`src/rtl/param_seq_det.sv`:
```
// Parametrised serial sequence detector with run-time loadable pattern and saturating match count.
// Optional compare mask is enabled by defining SEQ_DET_MASK_EN.
module param_seq_det #(
    parameter int               PAT_W       = 4,
    parameter logic [PAT_W-1:0] DEFAULT_PAT = PAT_W'(4'b1011),
    parameter int               CNT_W       = 8
) (
    input  logic             clk,
    input  logic             reset,
    input  logic             en,
    input  logic             seq_in,
    input  logic             pat_load,
    input  logic [PAT_W-1:0] pattern,
    input  logic             overlap,
    input  logic             clr_cnt,
`ifdef SEQ_DET_MASK_EN
    input  logic [PAT_W-1:0] mask,
`endif
    output logic             seq_out,
    output logic [CNT_W-1:0] match_cnt,
    output logic             cnt_sat
);

    localparam int               FILL_W   = $clog2(PAT_W + 1);
    localparam logic [FILL_W-1:0] FILL_MAX = FILL_W'(PAT_W);
    localparam logic [FILL_W-1:0] FILL_THR = FILL_W'(PAT_W - 1);
    localparam logic [CNT_W-1:0]  CNT_MAX  = '1;

    logic [PAT_W-1:0]  pat_q,     pat_d;
    // Only the newest PAT_W-1 bits are kept; the oldest bit of a window is never needed again.
    logic [PAT_W-2:0]  hist_q,    hist_d;
    logic [FILL_W-1:0] fill_q,    fill_d;
    logic              seq_out_q, seq_out_d;
    logic [CNT_W-1:0]  cnt_q,     cnt_d;
    logic              sat_q,     sat_d;
    logic [PAT_W-1:0]  cand;
    logic [PAT_W-1:0]  diff;
    logic              match;

`ifdef SEQ_DET_MASK_EN
    logic [PAT_W-1:0]  mask_q,    mask_d;
`endif

    always_comb begin
        // NOTE: every signal gets a default first so no path leaves it unassigned (no latch).
        pat_d     = pat_q;
        hist_d    = hist_q;
        fill_d    = fill_q;
        seq_out_d = 1'b0;
        cnt_d     = cnt_q;
        sat_d     = sat_q;
`ifdef SEQ_DET_MASK_EN
        mask_d    = mask_q;
`endif

        cand = {hist_q, seq_in};
`ifdef SEQ_DET_MASK_EN
        diff = (cand ^ pat_q) & mask_q;
`else
        diff = cand ^ pat_q;
`endif
        // A load cycle discards its data bit, so it can never produce a match.
        match = en & ~pat_load & (fill_q >= FILL_THR) & (diff == '0);

        if (pat_load) begin
            pat_d  = pattern;
            fill_d = '0;
`ifdef SEQ_DET_MASK_EN
            mask_d = mask;
`endif
        end else if (en) begin
            hist_d    = cand[PAT_W-2:0];
            seq_out_d = match;
            if (match && !overlap) begin
                fill_d = '0;
            end else if (fill_q != FILL_MAX) begin
                fill_d = fill_q + FILL_W'(1);
            end
        end

        if (clr_cnt) begin
            cnt_d = '0;
            sat_d = 1'b0;
        end else if (match && (cnt_q != CNT_MAX)) begin
            cnt_d = cnt_q + CNT_W'(1);
            if (cnt_d == CNT_MAX) begin
                sat_d = 1'b1;
            end
        end
    end

    // NOTE: reset is sampled on the clock edge only, so it is not in the sensitivity list.
    always_ff @(posedge clk) begin
        if (!reset) begin
            // NOTE: sequential state uses non-blocking assignments so all registers update together.
            pat_q     <= DEFAULT_PAT;
            hist_q    <= '0;
            fill_q    <= '0;
            seq_out_q <= 1'b0;
            cnt_q     <= '0;
            sat_q     <= 1'b0;
`ifdef SEQ_DET_MASK_EN
            mask_q    <= '1;
`endif
        end else begin
            pat_q     <= pat_d;
            hist_q    <= hist_d;
            fill_q    <= fill_d;
            seq_out_q <= seq_out_d;
            cnt_q     <= cnt_d;
            sat_q     <= sat_d;
`ifdef SEQ_DET_MASK_EN
            mask_q    <= mask_d;
`endif
        end
    end

    assign seq_out   = seq_out_q;
    assign match_cnt = cnt_q;
    assign cnt_sat   = sat_q;

endmodule

```
`config.mk`:
```
export PLATFORM = sky130hd
export DESIGN_NAME = param_seq_det
export DESIGN_NICKNAME = d
export VERILOG_FILES = /design/src/rtl/param_seq_det.sv
export SDC_FILE = /design/constraint.sdc
export NUM_CORES = 1
export LEC_CHECK = 0
export ABC_AREA = 0
export CAP_MARGIN = 20
export CORE_MARGIN = 2
export CORE_UTILIZATION = 50
export DETAILED_ROUTE_END_ITERATION = 10
export GPL_TIMING_DRIVEN = 0
export HOLD_SLACK_MARGIN = 0.06
export PLACE_DENSITY = 0.82
export SETUP_SLACK_MARGIN = 0.5
export SLEW_MARGIN = 20
export SYNTH_ARGS = -nofsm -noshare
export SYNTH_HDL_FRONTEND = slang
export SYNTH_SLANG_ARGS = --single-unit
```
`constraint.sdc`:
```
create_clock -name clk -period 2.7 [get_ports clk]
set_clock_uncertainty 0.15 [all_clocks]
set_input_delay 0.54 -clock clk [delete_from_list [all_inputs] [get_ports clk]]
set_output_delay 0.54 -clock clk [all_outputs]
set_load 0.01 [all_outputs]
```
# == Word level (Yosys, flattened, before mapping) ==
# Cells that the tools add are included.
# op_classes
addsub,2
order_cmp,1
eq_ne,3
muxes,2
bitwise,7
n_reduce_logical,11
# ops
cell,n
"adder 8 x 1 -> 8 bit, second input constant",1
"== test 8 bit, second input constant",1
"inequality test 8 bit, second input constant",1
two-way mux 3 bit,2
AND reduction 2 bit,3
logical NOT 4 bit,1
OR reduction 2 bit,2
bitwise XOR 4 bit,1
"adder 3 x 1 -> 3 bit, second input constant",1
bitwise AND 1 bit,3
"greater-or-equal comparator 3 x 2 -> 1 bit, second input constant",1
"inequality test 3 bit, second input constant",1
inverter 1 bit,3
OR reduction 3 bit,1
logical AND 1 bit,2
nonzero test 2 bit,1
logical NOT 1 bit,1
# totals
register_bits,20
inputBits,11
output_inout_bits,10

# == Logic depth before layout (Yosys ltp) ==
# logic_depth
word_depth,7
mapped_depth,8
depth_no_buf,7

# == Worst setup path after synthesis ==
# OpenSTA, ideal clock, no wires.
# synth_path
kind,input -> register
from,input pat_load
to,register cnt_q[3] (netlist: match_cnt[3])
setup_time_ps,70
t_arrival_ps,2337
required_ps,2480
slack_ps,143
cell_stages,7
n_path_buf,2
cell_sequence,buf_6 nand2b_4 a2111o_1 or3_1 clkbuf_2 or4_1 a21oi_1
# synth_between
elab_chain_cells,5
# synth_lines
element,line,source
"start, declared",12,"input logic pat_load,"
inverter 1 bit (no line),-,
bitwise AND 1 bit (3 in a row),63,match = en & ~pat_load & (fill_q >= FILL_THR) & (diff == '0);
logical AND 1 bit,84,end else if (match && (cnt_q != CNT_MAX)) begin
"end signal, assigned",110,cnt_q <= cnt_d;
"end, declared",34,"logic [CNT_W-1:0] cnt_q, cnt_d;"
# No other way between the ends.
# A chain may end at the register's enable or synchronous reset.

# == Final worst setup path ==
# layout_path
from,register fill_q[0]
to,register cnt_q[3] (netlist: match_cnt[3])
# layout_between
elab_chain_cells,4
# layout_lines
element,line,source
"start, declared",32,"logic [FILL_W-1:0] fill_q, fill_d;"
"start signal, assigned",108,fill_q <= fill_d;
greater-or-equal comparator 3 x 2 -> 1 bit,63,
bitwise AND 1 bit (2 in a row),63,
logical AND 1 bit,84,
# No other way between the ends.

==> run summary <==
Placed Cells = 179
HPWL Detailed = 1749 um
via/cell ratio = 5.801
mapped cell area = 1115 um^2
Final Hold Fails = 0
most frequent cells in the layout = dfxtp_1 (18), clkdlybuf4s50_1 (17), nand2_1 (13), inv_1 (8)
first-pass GRT wire length = 4133 um
GR Util All Layers = 20.83%
crit path time final = 2151 ps
PD cells = 419.9 nW/um^2
CTS hold repair buffers = 0
Crit path arrival time = 2250 ps
CTS sink cnt = 20
startpoint types = flop
FFs w/ async S/R, synth = 0%
Max H-tree Level = 1
Seq/Total Area, Yosys = 35.91%
Pleak = 0.5479 nW
crit share post-route = 79.65%
CP Max Fanout = 8
die outline width = 51.22 um
IO buf count = 19
Hold WC Path Type = in2reg
final WL = 2482 um
CTS tree = done
final net count = 175
Yosys reg bits = 20
Syn Nets = 148
Avg Inst Size Synth = 8.446 um^2
Die Ht = 51.22 um
Clock Tree Buf Depth = 2
CP cell instances = ha_1 > ha_1 > a211o_1 > nand2_2 > or3_1 > clkbuf_8 > or4_1 > a21oi_1
synthesis-to-layout area growth = 30.08%
Pwr Total = 0.6089 mW
Die Area = 2623 um^2
final std cells w/o fill = 186
root buffer cell = clkbuf_4
core area = 2170 um^2
Fin Hold WS = 307.7 ps
Pins Over Slew Limit = 0
Critical Path RT = 2800 ps
Residual DRC = 0
vias in the first global route = 968
Synth Flop Type = dfxtp_1
antenna cell count = 0
standard-cell row count = 17
Post-synth EDFFs = 0
commonest non-fill, non-tap cell in the layout = dfxtp_1
CP endpoint kind = flop
critical path's slowest cell = or4_1
fraction of layout cells with a size suffix above 1 = 14.56%
I/O pin count = 21
Worst Path Class, Setup = reg2reg
CP max stage delay = 400 ps
Max Fclk = 465.0 MHz
Clk pin slew, worst setup/hold paths = 120 ps
violation count after the first detailed-route iteration = 43
Worst Tran Pin Value = 485.2 ps
drt pass-1 iters = 4
setup TNS = 0 ps
crit-path most repeated cell = ha_1
Routability Congestion = 0.8491
largest net degree at the start of global routing = 13
# setup viols final = 0
max cap viols = 0
RSZ-0062 raised after global routing = true
Unique masters post-synth = 43
Final ANT Viol Nets = 0
warning count from the yosys run = 0
Inserted Clock Buffers = 3
Filler cells = 196
initial antenna violation count = 0
Mapped Cells = 132
Clk Latency, worst-skew pair = 310 ps
DR WL/cell = 13.34 um
outcome = finished clean
max_slew headroom = 67.65%
Peak VDD IR = 0.3997 mV
Initial Utilization = 51.38%
total grt overflow = 0
via count = 1079
-- critical path: cells and delay by family (launching register included) --
kind,cells,cell delay [ps]
fa+ha+maj,2,280
compound gates,2,250
simple gates,3,870
buf+inv,1,170
flops,1,360
-- kinds of logic (layout without fill, tap and decap cells) --
| logic type | after synthesis | after routing | share of synthesized area, % |
|---|---|---|---|
| simple gates | 58 | 58 | 27.84 |
| compound gates | 25 | 25 | 16.16 |
| flops | 20 | 20 | 35.91 |
| buf+inv | 13 | 39 | 5.162 |
| mux | 6 | 6 | 5.387 |
| fa+ha+maj | 5 | 5 | 5.612 |
| xor+xnor | 5 | 5 | 3.929 |
-- state kept, by name, indices dropped and copies added, names as in the netlist --
register and flops:
match_cnt 8, pat_q 4, fill_q 3, hist_q 3
cnt_sat 1, seq_out 1
-- synthesized netlist by cell type, types with 2 or more instances --
master / instances / share of area (%)
dfxtp_1: 20 / 36
nand2_1: 14 / 4.7
inv_1: 8 / 2.7
nor2_1: 8 / 2.7
nor2b_1: 7 / 3.9
a21oi_1: 6 / 2.7
mux2i_1: 6 / 5.4
nand3_1: 6 / 2.7
ha_1: 5 / 5.6
nand2b_1: 4 / 2.2
nor3_1: 4 / 1.8
a31oi_1: 3 / 1.7
nand4_1: 3 / 1.7
xnor2_1: 3 / 2.4
a31o_2: 2 / 1.6
clkbuf_1: 2 / 0.67
nand3b_1: 2 / 1.3
nor4_1: 2 / 1.1
o21ai_0: 2 / 0.90
xor2_1: 2 / 1.6
-- timing repair --
item / CTS / global route
hold endpoints to repair: 0 / 0
resized for setup: 11 / 10
setup endpoints to repair: 11 / 8
buffers inserted: 1 / 2
pin swaps: 1 / 0
-- layer usage --
layer	part of all wire (%)	up-vias	global-route usage [%]
met5	0	-	0
met1	43	508	24.82
met3	4.6	7	3.801
li1	-	527	-
met2	50	37	35.28
met4	2.3	0	11.40
-- final timing paths --
| kind | start | to | slack (ps) | depth (start not counted) |
|---|---|---|---|---|
| max | fill_q[0] | match_cnt[3] | 550 | 8 |
| min | pat_load | pat_q[0] | 310 | 2 |
| max reg2reg | fill_q[0] | match_cnt[3] | 550 | 8 |
| min reg2reg | cnt_sat | cnt_sat | 330 | 1 |
-- cell type report --
class	instances	area, um^2	area share (%)
Inverter	8	30.03	2.071
Clock inverter	1	30.03	2.071
Sequential cell	20	405.4	27.96
Multi-Input combinational cell	99	679.4	46.85
Clock buffer	3	22.52	1.553
Buffer	5	41.29	2.847
Timing Repair Buffer	22	206.4	14.24
Tap cell	28	35.03	2.416
-- power by group --
| group | total, mW | internal, mW | switching, mW |
|---|---|---|---|
| clock | 0.250 | 0.150 | 0.100 |
| combinational | 0.0542 | 0.0293 | 0.0249 |
| sequential | 0.304 | 0.300 | 0.00387 |
| total | 0.609 | 0.480 | 0.129 |
-- stage by stage --
stage          worst slack (ps)  cell area, um^2  utilization (%)
6_report                  549.4             1450            66.84
5_1_grt                   464.1             1450            66.84
4_1_cts                   502.2             1419            65.40
3_5_place_dp             -345.5             1344            61.94
3_3_place_gp             -358.9             1344            61.94
2_1_floorplan             426.7             1119                -
(Power assumes the default switching activity.)
